**src/rtl/adder_pipe_seg.sv**
```systemverilog
`default_nettype none
// ============================================================================
// Module   : adder_pipe_seg
// Brief    : Segmented, carry-staggered pipelined add/subtract unit with a
//            valid/ready stream interface and a globally stalled pipeline.
// Revision : 1.0
// ============================================================================
module adder_pipe_seg #(
   parameter int WIDTH = 32,
   parameter int SEGS  = 4
) (
   input  logic             clk,
   input  logic             rst,
   input  logic             in_valid,
   output logic             in_ready,
   input  logic [WIDTH-1:0] a,
   input  logic [WIDTH-1:0] b,
   input  logic             sub,
   output logic             out_valid,
   input  logic             out_ready,
   output logic [WIDTH-1:0] sum,
   output logic             cout,
   output logic             ovf
);

   localparam int SW   = WIDTH / SEGS;
   // Stage k keeps only the WIDTH-k*SW operand-B bits not yet added; all
   // stages' residues are packed back to back into one vector.
   localparam int YTOT = SEGS * WIDTH - SW * SEGS * (SEGS - 1) / 2;

   // r_x rotates right by one segment per stage: the low segment is the next
   // A segment to add, and finished sum segments enter at the top.
   logic [WIDTH-1:0] r_x     [0:SEGS];
   logic [WIDTH-1:0] w_x_nxt [0:SEGS];
   logic [YTOT-1:0]  r_y;
   logic [YTOT-1:0]  w_y_nxt;
   logic [SEGS:0]    r_c,  w_c_nxt;
   logic [SEGS:0]    r_v,  w_v_nxt;
   logic [SEGS:0]    r_am, w_am_nxt;
   logic [SEGS:0]    r_bm, w_bm_nxt;
   logic             w_en;
   logic [WIDTH-1:0] w_bp;

   assign w_en     = !r_v[SEGS] || out_ready;
   assign in_ready = w_en;
   assign w_bp     = sub ? ~b : b;

   assign w_x_nxt[0]          = a;
   assign w_y_nxt[WIDTH-1:0]  = w_bp;
   assign w_c_nxt[0]          = sub;
   assign w_v_nxt[0]          = in_valid;
   assign w_am_nxt[0]         = a[WIDTH-1];
   assign w_bm_nxt[0]         = w_bp[WIDTH-1];

   for (genvar s = 1; s <= SEGS; s++) begin : g_stage
      localparam int YI = (s - 1) * WIDTH - SW * (s - 1) * (s - 2) / 2;
      logic [SW:0] w_add;

      assign w_add = {1'b0, r_x[s-1][SW-1:0]} + {1'b0, r_y[YI +: SW]}
                   + {{SW{1'b0}}, r_c[s-1]};
      assign w_x_nxt[s]  = (r_x[s-1] >> SW) | (WIDTH'(w_add[SW-1:0]) << (WIDTH - SW));
      assign w_c_nxt[s]  = w_add[SW];
      assign w_v_nxt[s]  = r_v[s-1];
      assign w_am_nxt[s] = r_am[s-1];
      assign w_bm_nxt[s] = r_bm[s-1];

      if (s < SEGS) begin : g_fwd
         localparam int YO = s * WIDTH - SW * s * (s - 1) / 2;
         localparam int YW = WIDTH - s * SW;
         assign w_y_nxt[YO +: YW] = r_y[YI + SW +: YW];
      end
   end

   always_ff @(posedge clk) begin
      if (rst) begin
         for (int i = 0; i <= SEGS; i++) r_x[i] <= '0;
         r_y  <= '0;
         r_c  <= '0;
         r_v  <= '0;
         r_am <= '0;
         r_bm <= '0;
      end else if (w_en) begin
         for (int i = 0; i <= SEGS; i++) r_x[i] <= w_x_nxt[i];
         r_y  <= w_y_nxt;
         r_c  <= w_c_nxt;
         r_v  <= w_v_nxt;
         r_am <= w_am_nxt;
         r_bm <= w_bm_nxt;
      end
   end

   assign sum       = r_x[SEGS];
   assign cout      = r_c[SEGS];
   assign out_valid = r_v[SEGS];
   assign ovf       = (r_am[SEGS] == r_bm[SEGS]) && (r_x[SEGS][WIDTH-1] != r_am[SEGS]);

endmodule
`default_nettype wire

```
**config.mk**
```make
export PLATFORM = sky130hd
export DESIGN_NAME = adder_pipe_seg
export DESIGN_NICKNAME = d
export VERILOG_FILES = /design/src/rtl/adder_pipe_seg.sv
export SDC_FILE = /design/constraint.sdc
export NUM_CORES = 1
export LEC_CHECK = 0
export CORE_UTILIZATION = 40
export CTS_BUF_LIST = sky130_fd_sc_hd__clkbuf_16
export DETAILED_ROUTE_END_ITERATION = 8
export MAX_ROUTING_LAYER = met4
export SLEW_MARGIN = 20
export SYNTH_ARGS = -nofsm -noshare
export SYNTH_HDL_FRONTEND = slang
export SYNTH_SLANG_ARGS = --single-unit
```
**constraint.sdc**
```tcl
create_clock -name clk -period 7.95 [get_ports clk]
set_input_delay 2.385 -clock clk [delete_from_list [all_inputs] [get_ports clk]]
set_output_delay 2.385 -clock clk [all_outputs]
set_load 0.02 [all_outputs]
```
==> metrics.csv <==
stage;metric;value;unit
outcome;run_status;finished clean;
route;viasPerCell;4.74;
synthesis;yosys.area_share.simple;16.9;%
place;port_buffers;104;
clock_network;cts_root_buffer;clkbuf_16;
setup_path;crit_arrival;3.60;ns
sta;fin_ws;1.96;ns
route;drc;0;
synthesis;ys.warnings.count;0;
floorplan;ios;105;
pwr;ir_drop;159;uV
route;wl_per_cell;14.2;um
layout;nets;1107;
sta;period_share;75.3;%
setup_path;critPathRequiredTime;5.57;ns
synthesis;synth_compound_area_share;8.88;%
sta;fmaxAchievable;167;MHz
worst_hold_path;hold_depth;2;
global_route;grt_max_degree;149;
floorplan;initial_core_util;40.8;%
place;place_area;0.0120;mm^2
layout;multi_input_area;0.00375;mm^2
worst_hold_path;hold-path-endpoint;r_y[44];
layout;final_layout_size_suffix_gt1_share;5.09;%
global_route;overflow;0;
synthesis;async_reset_ff_share;0;%
layout;syn2layout_area_growth;16.7;%
run;drv_cap;0;
sta;slew_violations;0;
synthesis;netlist_instances;950;
sta;hold_viol_final;0;
layout;final_util;47.6;%
global_route;grt_antenna_before_repair;0;
setup_path;reg2reg_from;r_v[4];
synthesis;ys_seq_area_share;61.4;%
floorplan;dieArea;0.0281;mm^2
global_route;track_usage;14.4;%
route;dr.pass1.iters;5;
sta;rsz0062_at_grt;false;
setup_path;worstRegToRegCells;6;
layout;fin_cells;1363;
global_route;grt_pass1_vias;6225;
synthesis;syn_area;0.0110;mm^2
synthesis;synth_xor_area_share;3.28;%
floorplan;chipWidth;168;um
clock_network;ctsHoldBuffers;0;
layout;ff_latch_area;0.00673;mm^2
clock_network;cts_buffer_depth;3;
worst_hold_path;hold_class;flip-flop to flip-flop;
route;drt_wl_total;19.4;mm
layout;design_area;0.0128;mm^2
sta;slew_headroom;40.4;%
clock_network;cts.sinks;256;
synthesis;synthMuxAreaShare;0.365;%
synthesis;synthFlopType;edfxtp_1;
synthesis;synthAdderAreaFrac;4.66;%
synthesis;synth_top_family_by_area;simple AND/OR/NAND/NOR gates;
place;dp.cells;1314;
sta;tns;0;ns
synthesis;synthDistinctLibCells;48;
layout;fill_cells;2499;
pwr;p_leak;5.18;nW
sta;setup_viol;0;
clock_network;cts_tree;built;
clock_network;cts_buffers;27;
place;dp_slack;1.96;ns
synthesis;avgSynthCellArea;11.5;um^2
pwr;p_per_area;219;mW/mm^2
global_route;grt_pass1_wl;31.9;mm
setup_path;crit_path_start_kind;input port;
worst_hold_path;hold_start;r_y[44];
setup_path;critPathKind;input port to primary output;
sta;tightest_slew;0.893;ns
floorplan;chipHeight;168;um
clock_network;htreeDepth;1;
place;hpwl;12.6;mm
place;place.gp.congestion;0.784;
route;drtAntennaViolNets;0;
synthesis;syn_nets;1055;
setup_path;critPathMaxFanout;2;
sta;fin_skew;0.00860;ns
clock_network;post_cts_buffers;0;
synthesis;synth_edf_count;160;
clock_network;clk_pin_slew;0.06;ns
sta;min_period;5.99;ns
setup_path;end_kind;primary output;
clock_network;post_cts_resized;0;
setup_path;reg2reg_setup_slack;5.46;ns
floorplan;core_area;0.0269;mm^2
clock_network;clk_latency;0.51;ns
synthesis;yosys_register_bits;256;
setup_path;r2r_end;r_x[0][157];
layout;antenna_cells;0;
route;drt_iter0_drc;460;
route;vias;6464;
floorplan;num_rows;60;
## registers in the layout, summed over array words and instances (netlist names)
name / cells
r_x: 160
r_y: 76
r_v: 5
r_c: 5
r_am: 5
r_bm: 5
## per-stage QoR
step / total power [mW] / hold WS, ns
4_1_cts: 2.84 / 0.453
5_1_grt: 2.92 / 0.467
3_5_place_dp: 1.73 / 0.445
2_1_floorplan: 1.65 / 0.432
3_3_place_gp: 1.73 / 0.440
6_report: 2.80 / 0.450
## layout make-up
cell class | instances | share of cell area (%)
Inverter | 4 | 0.127
Tap cell | 341 | 3.34
Multi-Input combinational cell | 603 | 29.3
Clock buffer | 27 | 5.28
Sequential cell | 256 | 52.6
Timing Repair Buffer | 110 | 8.56
Clock inverter | 22 | 0.792
## synth_stat cells, types with 14 or more instances
cell type | count | area, um^2
xnor2_1 | 37 | 324
clkbuf_1 | 32 | 120
ha_1 | 28 | 350
edfxtp_1 | 160 | 4800
buf_2 | 16 | 80.1
a21oi_1 | 69 | 345
nand2_1 | 131 | 492
buf_4 | 32 | 240
nor2_1 | 54 | 203
and2_1 | 137 | 857
a211oi_1 | 39 | 293
o21ai_0 | 14 | 70.1
dfxtp_1 | 96 | 1920
## metal layers
| layer | GRT usage (%) | share of wire (%) |
|---|---|---|
| met1 | 19.2 | 48 |
| met2 | 22.9 | 46 |
| met5 | - | 0 |
| met3 | 2.15 | 3.7 |
| met4 | 3.59 | 1.9 |
## worst max-delay path, stage by stage
cell and delay (ns):
clkdlybuf4s50_1 0.52, nor2b_4 0.06, clkinv_2 0.05, clkdlybuf4s50_1 0.59
## cell usage in the layout, fill, tap and decap left out, types with 11 or more instances in the layout
cell / instances
clkbuf_16: 27
a211oi_1: 39
o21ai_0: 14
xnor2_1: 37
dfxtp_1: 96
ha_1: 28
clkinv_2: 11
and2_1: 137
nand2_1: 131
nor2_1: 54
a21oi_1: 69
clkdlybuf4s50_1: 102
edfxtp_1: 160
## where the power goes
group          internal (mW)  leakage, nW  switching [mW]
logic                  0.102         2.07          0.0931
clock network          0.615        0.403           0.487
registers               1.48         2.71          0.0285
## worst max-delay path by stage
stage	startpoint	end	slack, ns
after global routing	out_ready	in_ready	1.95
final	out_ready	in_ready	1.96
after floorplan	rst	r_x[0][0]	0.65
after global placement	out_ready	in_ready	1.99
after detailed placement	out_ready	in_ready	1.96
after CTS	out_ready	in_ready	1.96
## kinds of logic (layout without fill, tap and decap cells)
family | count (synthesis) | count (layout)
multiplexers | 4 | 4
buffers and inverters | 91 | 163
adder cells (fa/ha/maj) | 36 | 36
XOR/XNOR | 41 | 41
AO/OA/AOI/OAI | 155 | 155
AND/OR/NAND/NOR | 367 | 367
flip-flops | 256 | 256
(Power assumes the default switching activity.)
